### src/rtl/quad_encoder.sv
// Quadrature encoder decoder with input synchronization, per-channel glitch
// filtering, a small start-up sequencer and a signed position accumulator.
//
// Parameters:
//   POS_WIDTH     - width of the signed position counter
//   FILTER_CYCLES - consecutive stable cycles (1..15) needed to accept a
//                   channel level change
//
// Ports:
//   CLK       - system clock, all state on the rising edge
//   resetn    - asynchronous active-low reset
//   ENC_A/B   - raw asynchronous encoder pad inputs
//   pos_load  - load pos_val into position this cycle
//   pos_val   - value used by pos_load
//   clr_err   - clears the sticky error flag
//   position  - signed accumulated count (registered)
//   step      - one-cycle pulse per accepted quadrature edge
//   dir       - direction of the most recent step, 1 = forward
//   err       - sticky flag for transitions where both channels changed
//   ready     - high while the decoder is running
module quad_encoder #(
    parameter int POS_WIDTH     = 32,
    parameter int FILTER_CYCLES = 4
) (
    input  logic                        CLK,
    input  logic                        resetn,
    input  logic                        ENC_A,
    input  logic                        ENC_B,
    input  logic                        pos_load,
    input  logic signed [POS_WIDTH-1:0] pos_val,
    input  logic                        clr_err,
    output logic signed [POS_WIDTH-1:0] position,
    output logic                        step,
    output logic                        dir,
    output logic                        err,
    output logic                        ready
);

    typedef enum logic [1:0] {
        SYNC_WAIT,
        PRIME,
        RUN
    } state_t;

    localparam logic [3:0] FILT_LAST = 4'(FILTER_CYCLES - 1);

    state_t      state;
    state_t      next_state;
    logic        wait_cnt;

    // Index 1 carries channel A, index 0 carries channel B.
    logic [1:0]  sync1;
    logic [1:0]  sync2;
    logic [1:0]  filt;
    logic [3:0]  filt_cnt [2];
    logic [1:0]  prev_ab;

    logic        fwd_edge;
    logic        rev_edge;
    logic        bad_edge;

    // Two-flop synchronizers for the asynchronous pad inputs.
    always_ff @(posedge CLK or negedge resetn) begin
        if (!resetn) begin
            sync1 <= 2'b00;
            sync2 <= 2'b00;
        end else begin
            sync1 <= {ENC_A, ENC_B};
            sync2 <= sync1;
        end
    end

    // Glitch filters: a level is accepted on the FILTER_CYCLES-th
    // consecutive cycle of disagreement; any agreement restarts the count.
    // PRIME seeds the filters straight from the synchronized levels so the
    // first RUN cycle never sees a spurious change.
    always_ff @(posedge CLK or negedge resetn) begin
        if (!resetn) begin
            filt <= 2'b00;
            for (int i = 0; i < 2; i++) begin
                filt_cnt[i] <= 4'd0;
            end
        end else begin
            for (int i = 0; i < 2; i++) begin
                if (state == PRIME) begin
                    filt[i]     <= sync2[i];
                    filt_cnt[i] <= 4'd0;
                end else if (sync2[i] != filt[i]) begin
                    if (filt_cnt[i] == FILT_LAST) begin
                        filt[i]     <= sync2[i];
                        filt_cnt[i] <= 4'd0;
                    end else begin
                        filt_cnt[i] <= filt_cnt[i] + 4'd1;
                    end
                end else begin
                    filt_cnt[i] <= 4'd0;
                end
            end
        end
    end

    // Control state register plus the two-cycle settle counter used while
    // the synchronizers fill after reset.
    always_ff @(posedge CLK or negedge resetn) begin
        if (!resetn) begin
            state    <= SYNC_WAIT;
            wait_cnt <= 1'b0;
        end else begin
            state    <= next_state;
            wait_cnt <= (state == SYNC_WAIT) ? (wait_cnt + 1'b1) : 1'b0;
        end
    end

    // Next-state logic: SYNC_WAIT for two cycles, PRIME for one, then RUN.
    always_comb begin
        next_state = state;
        case (state)
            SYNC_WAIT: if (wait_cnt) next_state = PRIME;
            PRIME:     next_state = RUN;
            RUN:       next_state = RUN;
            default:   next_state = SYNC_WAIT;
        endcase
    end

    // Quadrature decode of previous vs. current filtered state. Forward
    // follows 00->10->11->01->00; a change of both bits is illegal.
    always_comb begin
        fwd_edge = 1'b0;
        rev_edge = 1'b0;
        bad_edge = 1'b0;
        if (state == RUN) begin
            case ({prev_ab, filt})
                4'b00_10, 4'b10_11, 4'b11_01, 4'b01_00: fwd_edge = 1'b1;
                4'b00_01, 4'b01_11, 4'b11_10, 4'b10_00: rev_edge = 1'b1;
                4'b00_11, 4'b11_00, 4'b10_01, 4'b01_10: bad_edge = 1'b1;
                default: ;
            endcase
        end
    end

    // Position, step, direction and error registers. A load wins over a
    // simultaneous step for the count, while step/dir still report the edge.
    // A new illegal transition wins over clr_err.
    always_ff @(posedge CLK or negedge resetn) begin
        if (!resetn) begin
            prev_ab  <= 2'b00;
            position <= '0;
            step     <= 1'b0;
            dir      <= 1'b0;
            err      <= 1'b0;
        end else begin
            if (state == PRIME) begin
                prev_ab <= sync2;
            end else if (state == RUN) begin
                prev_ab <= filt;
            end

            if (pos_load) begin
                position <= pos_val;
            end else if (fwd_edge) begin
                position <= position + POS_WIDTH'(1);
            end else if (rev_edge) begin
                position <= position - POS_WIDTH'(1);
            end

            step <= fwd_edge | rev_edge;

            if (fwd_edge) begin
                dir <= 1'b1;
            end else if (rev_edge) begin
                dir <= 1'b0;
            end

            if (bad_edge) begin
                err <= 1'b1;
            end else if (clr_err) begin
                err <= 1'b0;
            end
        end
    end

    assign ready = (state == RUN);

endmodule

### config.mk
export PLATFORM = sky130hd
export DESIGN_NAME = quad_encoder
export DESIGN_NICKNAME = d
export VERILOG_FILES = /design/src/rtl/quad_encoder.sv
export SDC_FILE = /design/constraint.sdc
export NUM_CORES = 1
export LEC_CHECK = 0
export ABC_AREA = 1
export BUFFER_PORTS_ARGS = -buffer_cell sky130_fd_sc_hd__buf_2
export CORE_ASPECT_RATIO = 1.75
export CORE_MARGIN = 4
export CORE_UTILIZATION = 40
export CTS_BUF_LIST = sky130_fd_sc_hd__clkbuf_4
export DETAILED_ROUTE_END_ITERATION = 8
export HOLD_SLACK_MARGIN = 0.1
export SLEW_MARGIN = 40
export SYNTH_ARGS = -nofsm -noshare
export SYNTH_HDL_FRONTEND = slang
export SYNTH_SLANG_ARGS = --single-unit
### constraint.sdc
create_clock -name CLK -period 5.7 [get_ports CLK]
set_clock_uncertainty 0.05 [all_clocks]
set_input_delay 1.14 -clock CLK [delete_from_list [all_inputs] [get_ports CLK]]
set_output_delay 1.14 -clock CLK [all_outputs]
set_load 0.005 [all_outputs]
==> metrics, run 1 <==
Synthesized Nets=a little under 900; GR Overflow Total=0; die width=91.4 microns; Setup WS pre-CTS=approximately 2600 ps; synth unique cells=34; DRC violations left=0; initial antenna violation count=1; top_reg_cell synth=dfrtp_1; Post-CTS Hold Buffers=0; Core ar.=around 12000 sq um; Worst Path Arrival=approximately 3500 ps; TritonCTS clock tree=done; Detail Route met2 WL=8060 microns; Synth area leader=dfrtp_1; Initial Util=between 40 and 50%; min cycle time layout=3170 ps; DRT Pass-1 Iters=4; Max Slew Vio Count=0; CTS Sinks=54; largest net degree at the start of global routing=between 50 and 60; nets=around 940; sequential-to-total area share from yosys stat=approximately 28%; Clock Path Buffers=2; Tcrit/Tclk final=55.6%; Total GRT Usage=between 20% and 30%; row count=53; clk root buf=clkbuf_4; clock-pin slew on the worst setup and hold paths=190 ps; CP Launch Type=flip-flop; CP endpoint kind=flip-flop; Cells after Synth=roughly 800; Clock Latency Late Sink=between 400 and 500 ps; FF+latch count, synth=54; first-pass GRT wire length=between 20000 and 25000 microns; PortBufs=73; DRT iter0 DRCs=115; Placed Cells=between 900 and 1000; Setup CP Type=flip-flop to flip-flop; max_slew headroom=between 50% and 60%; Post-synth EDFFs=0; # H-tree levels=2; DR top layer=met4; fin cells=1004; HPWL after DPL=11200 microns; commonest cells in the netlist=nand2_1 (306), inv_1 (151), nor2_1 (71), dfrtp_1 (54), nand3_1 (46); RSZ-0062 raised after global routing=no; Antenna Nets Post-Route=0; I/O pins=74; Worst Hold Class=flip-flop to flip-flop; Crit path required time=approximately 6000 ps; top-count cell post-synth=nand2_1; share of layout cells above drive strength 1=a little over a tenth; vias in the first global route=4851; post-synthesis cell area=roughly 5000 sq um; WL met1=5100 microns; Avg Vias per Cell=4.85; CTS Buf Count=5; Max Cap Viol=0; Final setup viols=0; status=complete, no violations; Area contributors post-synth=dfrtp_1 (28%), nand2_1 (24%), inv_1 (12%), ha_1 (9.5%), nor2_1 (5.5%); fin worst setup slack=roughly 2500 ps; Mapped Avg Cell Area=6.12 sq um; vias=4867; Routed WL=~14000 microns; Final Wtd Congestion=between 1 and 1.5; fmax=315 MHz; Die Ht=between 150 and 200 microns; Setup TNS=0 ps; drt wl/cell=between 10 and 15 microns; post-synth top area share=between 20% and 30%; final hold vios=0; Die Area=between 10000 and 15000 sq um; Layout area overhead=11.3%; met3 WL=around 400 microns; Synthesis Warnings=0; post-layout util=approximately 45%; worst slew pin tran=around 740 ps; crit path max fanout=36; PostCTS Resize Cnt=0; Post CTS Setup Buffer Count=0; ys async rst share=100%
-- kinds of logic after synthesis --
kind of cell,after synthesis,share of synthesized area [%]
flops,54,27.8
fa+ha+maj,38,9.92
simple gates,437,35.8
buf+inv,165,13.5
compound gates,83,9.46
xor+xnor,19,3.57
-- worst max-delay path: stages (launching register included) --
cell     delay (ps)
dfrtp_1         410
inv_1           130
ha_1            290
nand3_4         450
ha_1            620
nand2_1         170
inv_1            80
nand2_1          50
nand2_1          70
nand2_1          60
nand3_1         200
inv_1            80
or2_2           270
nand3_1          70
nand2_1          60
inv_1            40
-- worst paths after layout --
check,start,endpoint,slack [ps],cells past startpoint
min reg2reg,sync1[0],sync2[0],310,0
min,sync1[0],sync2[0],310,0
min in group asynchronous,resetn,position[4],780,2
max reg2reg,state[0],position[12],2530,15
max in group asynchronous,resetn,state[0],4340,2
max,state[0],position[12],2530,15
-- routing by layer --
metal  GRT usage (%)  up-vias
met3            2.35       32
met2            41.3       84
met1            20.9     2171
met4            8.49        0
met5               0        -
li1                -     2580
-- cell type report --
type | instances | area, sq um
Antenna cell | 1 | 2.50
Clock buffer | 5 | 37.5
Clock inverter | 3 | 28.8
Fill cell | 1329 | 6520
Inverter | 152 | 576
Multi-Input combinational cell | 577 | 2870
Sequential cell | 54 | 1350
Tap cell | 137 | 171
Timing Repair Buffer | 75 | 380
-- state kept, by name, indices dropped and copies added (netlist names) --
name / cells
position: 32
filt_cnt: 8
filt: 2
prev_ab: 2
state: 2
sync1: 2
sync2: 2
dir: 1
err: 1
step: 1
wait_cnt: 1
-- metrics by stage --
step / instance area (sq um) / hold slack [ps]
final: 5420 / 310
after global routing: 5420 / 322
after CTS: 5410 / 319
after detailed placement: 5350 / 286
after global placement: 5340 / 282
after floorplan: 4870 / 281
-- placed cells by master (no fill, tap or decap), types with 17 or more instances in the layout --
cell type,netlist,routed
dfrtp_1,54,54
nand2_1,306,306
a21oi_1,27,26
ha_1,37,37
nor2_1,71,71
nand3_1,46,46
buf_2,3,73
inv_1,151,151
o21ai_0,18,18
o21ai_1,17,17
Power of run 1 is left out: the tool's default activity adds up to more than one toggle a clock period on the data nets, which glitch-free logic cannot reach.
==> run 2: changes to the inputs <==
==> constraint.sdc (replaced) <==
create_clock -name CLK -period 3.1 [get_ports CLK]
set_clock_uncertainty 0.05 [all_clocks]
set_input_delay 0.62 -clock CLK [delete_from_list [all_inputs] [get_ports CLK]]
set_output_delay 0.62 -clock CLK [all_outputs]
set_load 0.005 [all_outputs]
==> run 2 against run 1 <==
  * Non-clock buffer count up 6
  * Critical path depth down 2
  * Flip-flop and latch count unchanged
  * Cell count up 0.60%
  * Critical path type unchanged
  * Worst setup slack got worse by 2300 ps
  * Worst hold slack lost 57 ps
  * Cell area grew 1.2%
==> metrics, run 2 (synthesized netlist as in run 1, its figures left out) <==
Worst Min Path Start=ENC_A; vias in the first global route=4905 (+1.1%); TritonCTS clock tree=done; CP startpoint=filt[1]; WP buf/inv=1 (-3); Total GRT Usage=20.4% (-0.23 points); Largest regs=position: 32 flops, filt_cnt: 8 flops; Die Area=14100 sq um (unchanged); row count=53 (unchanged); crit path max fanout=17 (-53%); initial antenna violation count=1 (unchanged); Setup TNS=0 ps (unchanged); vias=4967 (+2.1%); largest net degree at the start of global routing=55 (unchanged); Slowest-stage cell, CP=dfrtp_1; Setup CP Type=flip-flop to flip-flop; die width=91.4 microns (unchanged); Crit path required time=3390 ps (-2620 ps); clk root buf=clkbuf_4; Antenna Nets Post-Route=0 (unchanged); I/O pins=74 (unchanged); Core ar.=11900 sq um (unchanged); RSZ-0062 raised after global routing=no; Worst Path Arrival=3120 ps (-360 ps); most common cell after layout, fill and taps aside=nand2_1; Die Ht=154 microns (unchanged); nets=947 (+0.64%); clock-pin slew on the worst setup and hold paths=200 ps (about the same); CTS Sinks=54 (unchanged); final hold vios=0 (unchanged); GR Overflow Total=0 (unchanged); Worst R2R Start=filt[1]; Max Slew Vio Count=0 (unchanged); share of layout cells above drive strength 1=11.5% (+0.73 points); crit path cell chain=xor2_1 -> nand3_4 -> buf_12 -> ha_1 -> nor2_1 -> a21oi_1 -> nand3_1 -> nand3_1 -> nand2_1 -> nand3_1 -> nand3_1 -> nand2_1 -> nand2_1; status=complete, no violations; CP endpoint kind=flip-flop; DRT iter0 DRCs=172 (+50%); Worst path most repeated cell=nand3_1; CTS Buf Count=5 (unchanged); Post CTS Setup Buffer Count=0 (unchanged); Final Wtd Congestion=0.948 (-7.4%); worst slew pin tran=725 ps (-11.6 ps); first-pass GRT wire length=22800 microns (-2.3%); Tcrit/Tclk final=91.2% (+36 points); max_slew headroom=51.6% (+0.89 points); Initial Util=40.8% (unchanged); CP delay by family, top=simple AND/OR/NAND/NOR gates; Avg Vias per Cell=4.92 (+1.4%); commonest non-fill, non-tap cells in the layout=nand2_1 (306), inv_1 (151), buf_2 (73), nor2_1 (70), dfrtp_1 (54); Layout area overhead=12.6%; max reg flops=32 (unchanged); min cycle time layout=2830 ps (-343 ps); PortBufs=73 (unchanged); # H-tree levels=2 (unchanged); DRT Pass-1 Iters=4 (unchanged); Worst Hold Class=input pin to flip-flop; Routed WL=14100 microns (+0.46%); drt wl/cell=14.0 microns (-0.14%); HPWL after DPL=11400 microns (+1.4%); register with the most flip-flops=position; fmax=354 MHz (+12%); DRC violations left=0 (unchanged); Clock Path Buffers=2 (unchanged); CP max stage delay=500 ps (-120 ps); CP Launch Type=flip-flop; Final setup viols=0 (unchanged); Max Cap Viol=0 (unchanged); Clock Latency Late Sink=410 ps (about the same)
## run 2: cell count changes in the layout (fill, tap and decap cells not counted), sizes merged
cell,previous run,this run
inv,153,154
clkinv,2,1
buf,75,81
## run 2: final cells by class
| class | count | area, sq um |
|---|---|---|
| inverters | 152 | 576 |
| flip-flops and latches | 54 | 1350 |
| diodes | 1 | 2.50 |
| fillers | 1331 | 6450 |
| clock buffers | 5 | 37.5 |
| clock inverters | 3 | 26.3 |
| well taps | 137 | 171 |
| repair buffers | 81 | 438 |
| multi-input cells | 577 | 2880 |
## run 2: worst paths after layout
path / endpoint / slack [ps] / cells past startpoint
min in group asynchronous: position[19] / 260 / 2
min reg2reg: sync2[0] / 310 / 0
max in group asynchronous: position[9] / 2250 / 2
min: sync1[1] / 250 / 1
max reg2reg: position[19] / 270 / 13
max: position[19] / 270 / 13
## run 2: repair_timing
action | in CTS | in global routing
endpoints found under the setup margin | 0 | 16
hold buffers | 0 | 0
resized for setup | 0 | 4
## run 2: metal layers
layer	share of wire (%)	up-vias	track usage [%]
met5	0	-	0
met4	5.1	0	10.6
met3	2.4	40	1.81
met2	56	100	41.5
met1	36	2226	19.5
li1	-	2601	-
## run 2: stage by stage
stage	utilization, %	hold slack (ps)	worst slack [ps]	area, sq um	cells
after floorplan	-	274	245	4870	796
after global placement	45.2	285	193	5400	1001
after detailed placement	45.2	286	154	5400	1001
after CTS	45.7	236	127	5460	1009
after global routing	45.9	234	4.07	5480	1010
final	45.9	254	272	5480	1010
Power of run 2 is left out for the same reason.
==> run 3: changes to the inputs <==
==> constraint.sdc (replaced) <==
create_clock -name CLK -period 2.9 [get_ports CLK]
set_clock_uncertainty 0.05 [all_clocks]
set_input_delay 0.58 -clock CLK [delete_from_list [all_inputs] [get_ports CLK]]
set_output_delay 0.58 -clock CLK [all_outputs]
set_load 0.005 [all_outputs]
==> run 3 against run 2 <==
  * Cell area rose by 0.64%
  * Die area did not move
  * Utilization rose by 0.29 points
  * Routed wire length rose by 2.3%
  * Critical endpoint is now position[12]
==> metrics, run 3 (synthesized netlist as in run 1, its figures left out) <==
status=complete, no violations; DRT iter0 DRCs=166 (-3.5%); Layout fillers=1344 (+0.98%); fmax=375 MHz (+6.2%); crit path cell chain=xnor2_2 -> nand3_2 -> buf_12 -> inv_1 -> fa_1 -> inv_1 -> nand3_1 -> nand3_1 -> nand3_1 -> nand3_2 -> inv_1 -> or2_2 -> nand3_1 -> nand2_1 -> inv_1; CP Launch Type=flip-flop; Crit path required time=3240 ps (-150 ps); clock-pin slew on the worst setup and hold paths=200 ps (about the same); initial antenna violation count=1 (unchanged); DRC violations left=0 (unchanged); Die Area=14100 sq um (unchanged); CTS Buf Count=5 (unchanged); Initial Util=40.8% (unchanged); I/O pins=74 (unchanged); Routed WL=14400 microns (+2.3%); Slowest-stage cell, CP=dfrtp_1; drt wl/cell=14.2 microns (+2.0%); share of layout cells above drive strength 1=12.1% (+0.65 points); worst slew pin tran=440 ps (-286 ps); Max Cap Viol=0 (unchanged); CTS Sinks=54 (unchanged); GR Overflow Total=0 (unchanged); CP endpoint kind=flip-flop; die width=91.4 microns (unchanged); Largest regs=position: 32 flops, filt_cnt: 8 flops; DRT Pass-1 Iters=4 (unchanged); max reg flops=32 (unchanged); clk root buf=clkbuf_4; Clock Path Buffers=2 (unchanged); first-pass GRT wire length=23400 microns (+2.5%); Antenna Nets Post-Route=0 (unchanged); Worst Hold Class=input pin to flip-flop; CP max stage delay=500 ps (about the same); register with the most flip-flops=position; commonest non-fill, non-tap cells in the layout=nand2_1 (305), inv_1 (151), buf_2 (73), nor2_1 (69), dfrtp_1 (54); area post-placement=5420 sq um (+0.51%); final instance area=5520 sq um (+0.64%); Final setup viols=0 (unchanged); most common cell after layout, fill and taps aside=nand2_1; Core ar.=11900 sq um (unchanged); Setup CP Type=flip-flop to flip-flop; Total GRT Usage=21.0% (+0.57 points); final hold vios=0 (unchanged); Final Wtd Congestion=0.976 (+3.0%); vias=4928 (-0.79%); Avg Vias per Cell=4.86 (-1.1%); RSZ-0062 raised after global routing=yes; vias in the first global route=4903 (-0.041%); Max Slew Vio Count=0 (unchanged); # H-tree levels=2 (unchanged); Worst Path Arrival=3000 ps (-120 ps); min cycle time layout=2660 ps (-164 ps); Clock Latency Late Sink=420 ps (about the same); Tcrit/Tclk final=91.9% (+0.63 points); nets=950 (+0.32%); max_slew headroom=70.7% (+19 points); Post CTS Setup Buffer Count=0 (unchanged); row count=53 (unchanged); TritonCTS clock tree=done; PortBufs=73 (unchanged); HPWL after DPL=11600 microns (+2.2%); crit path max fanout=36 (+19); Die Ht=154 microns (unchanged); largest net degree at the start of global routing=48 (-13%); Layout area overhead=13.4%
==> run 3: metrics by stage <==
| step | utilization [%] | TNS [ps] | hold WS (ps) | setup WS [ps] | std cells |
|---|---|---|---|---|---|
| after floorplan | - | 0 | 234 | 44.8 | 796 |
| after global placement | 45.4 | 0 | 288 | 203 | 1003 |
| after detailed placement | 45.4 | 0 | 287 | 188 | 1003 |
| after CTS | 46.1 | 0 | 188 | 162 | 1012 |
| after global routing | 46.2 | -19.1 | 178 | -12.8 | 1013 |
| final | 46.2 | 0 | 197 | 236 | 1013 |
==> run 3: layout make-up <==
cell class / instances / area [sq um] / area share [%]
Antenna cell: 1 / 2.50 / 0.0453
Multi-Input combinational cell: 577 / 2880 / 52.1
Clock inverter: 3 / 28.8 / 0.521
Timing Repair Buffer: 84 / 475 / 8.61
Sequential cell: 54 / 1350 / 24.5
Inverter: 152 / 576 / 10.4
Clock buffer: 5 / 37.5 / 0.680
Tap cell: 137 / 171 / 3.11
==> run 3: timing repair <==
item                                    4_1_cts  5_1_grt
endpoints found under the setup margin        0        7
hold endpoints to repair                      5        0
resized for setup                             0        6
hold buffers                                  1        0
==> run 3: per-layer routing <==
layer / vias up / routed length (microns) / track usage, %
li1: 2602 / - / -
met1: 2198 / 5230 / 20.7
met2: 90 / 8220 / 42.5
met3: 38 / 385 / 2.25
met4: 0 / 594 / 9.14
met5: - / 0 / 0
==> run 3: worst paths after layout <==
check | startpoint | end | depth (start not counted) | slack [ps]
setup / recovery | filt[0] | position[12] | 15 | 240
min in group asynchronous | resetn | position[4] | 2 | 440
hold / removal | ENC_A | sync1[1] | 1 | 200
setup reg to reg | filt[0] | position[12] | 15 | 240
hold reg to reg | sync1[0] | sync2[0] | 0 | 330
max in group asynchronous | resetn | filt_cnt[6] | 3 | 1700
==> run 3: worst max-delay path: cells and delay by family, from the launching register on <==
| kind | cells | cell delay [ps] |
|---|---|---|
| simple gates | 8 | 960 |
| buf+inv | 5 | 510 |
| flops | 1 | 500 |
| fa+ha+maj | 1 | 410 |
| xor+xnor | 1 | 180 |
Power of run 3 is left out for the same reason.
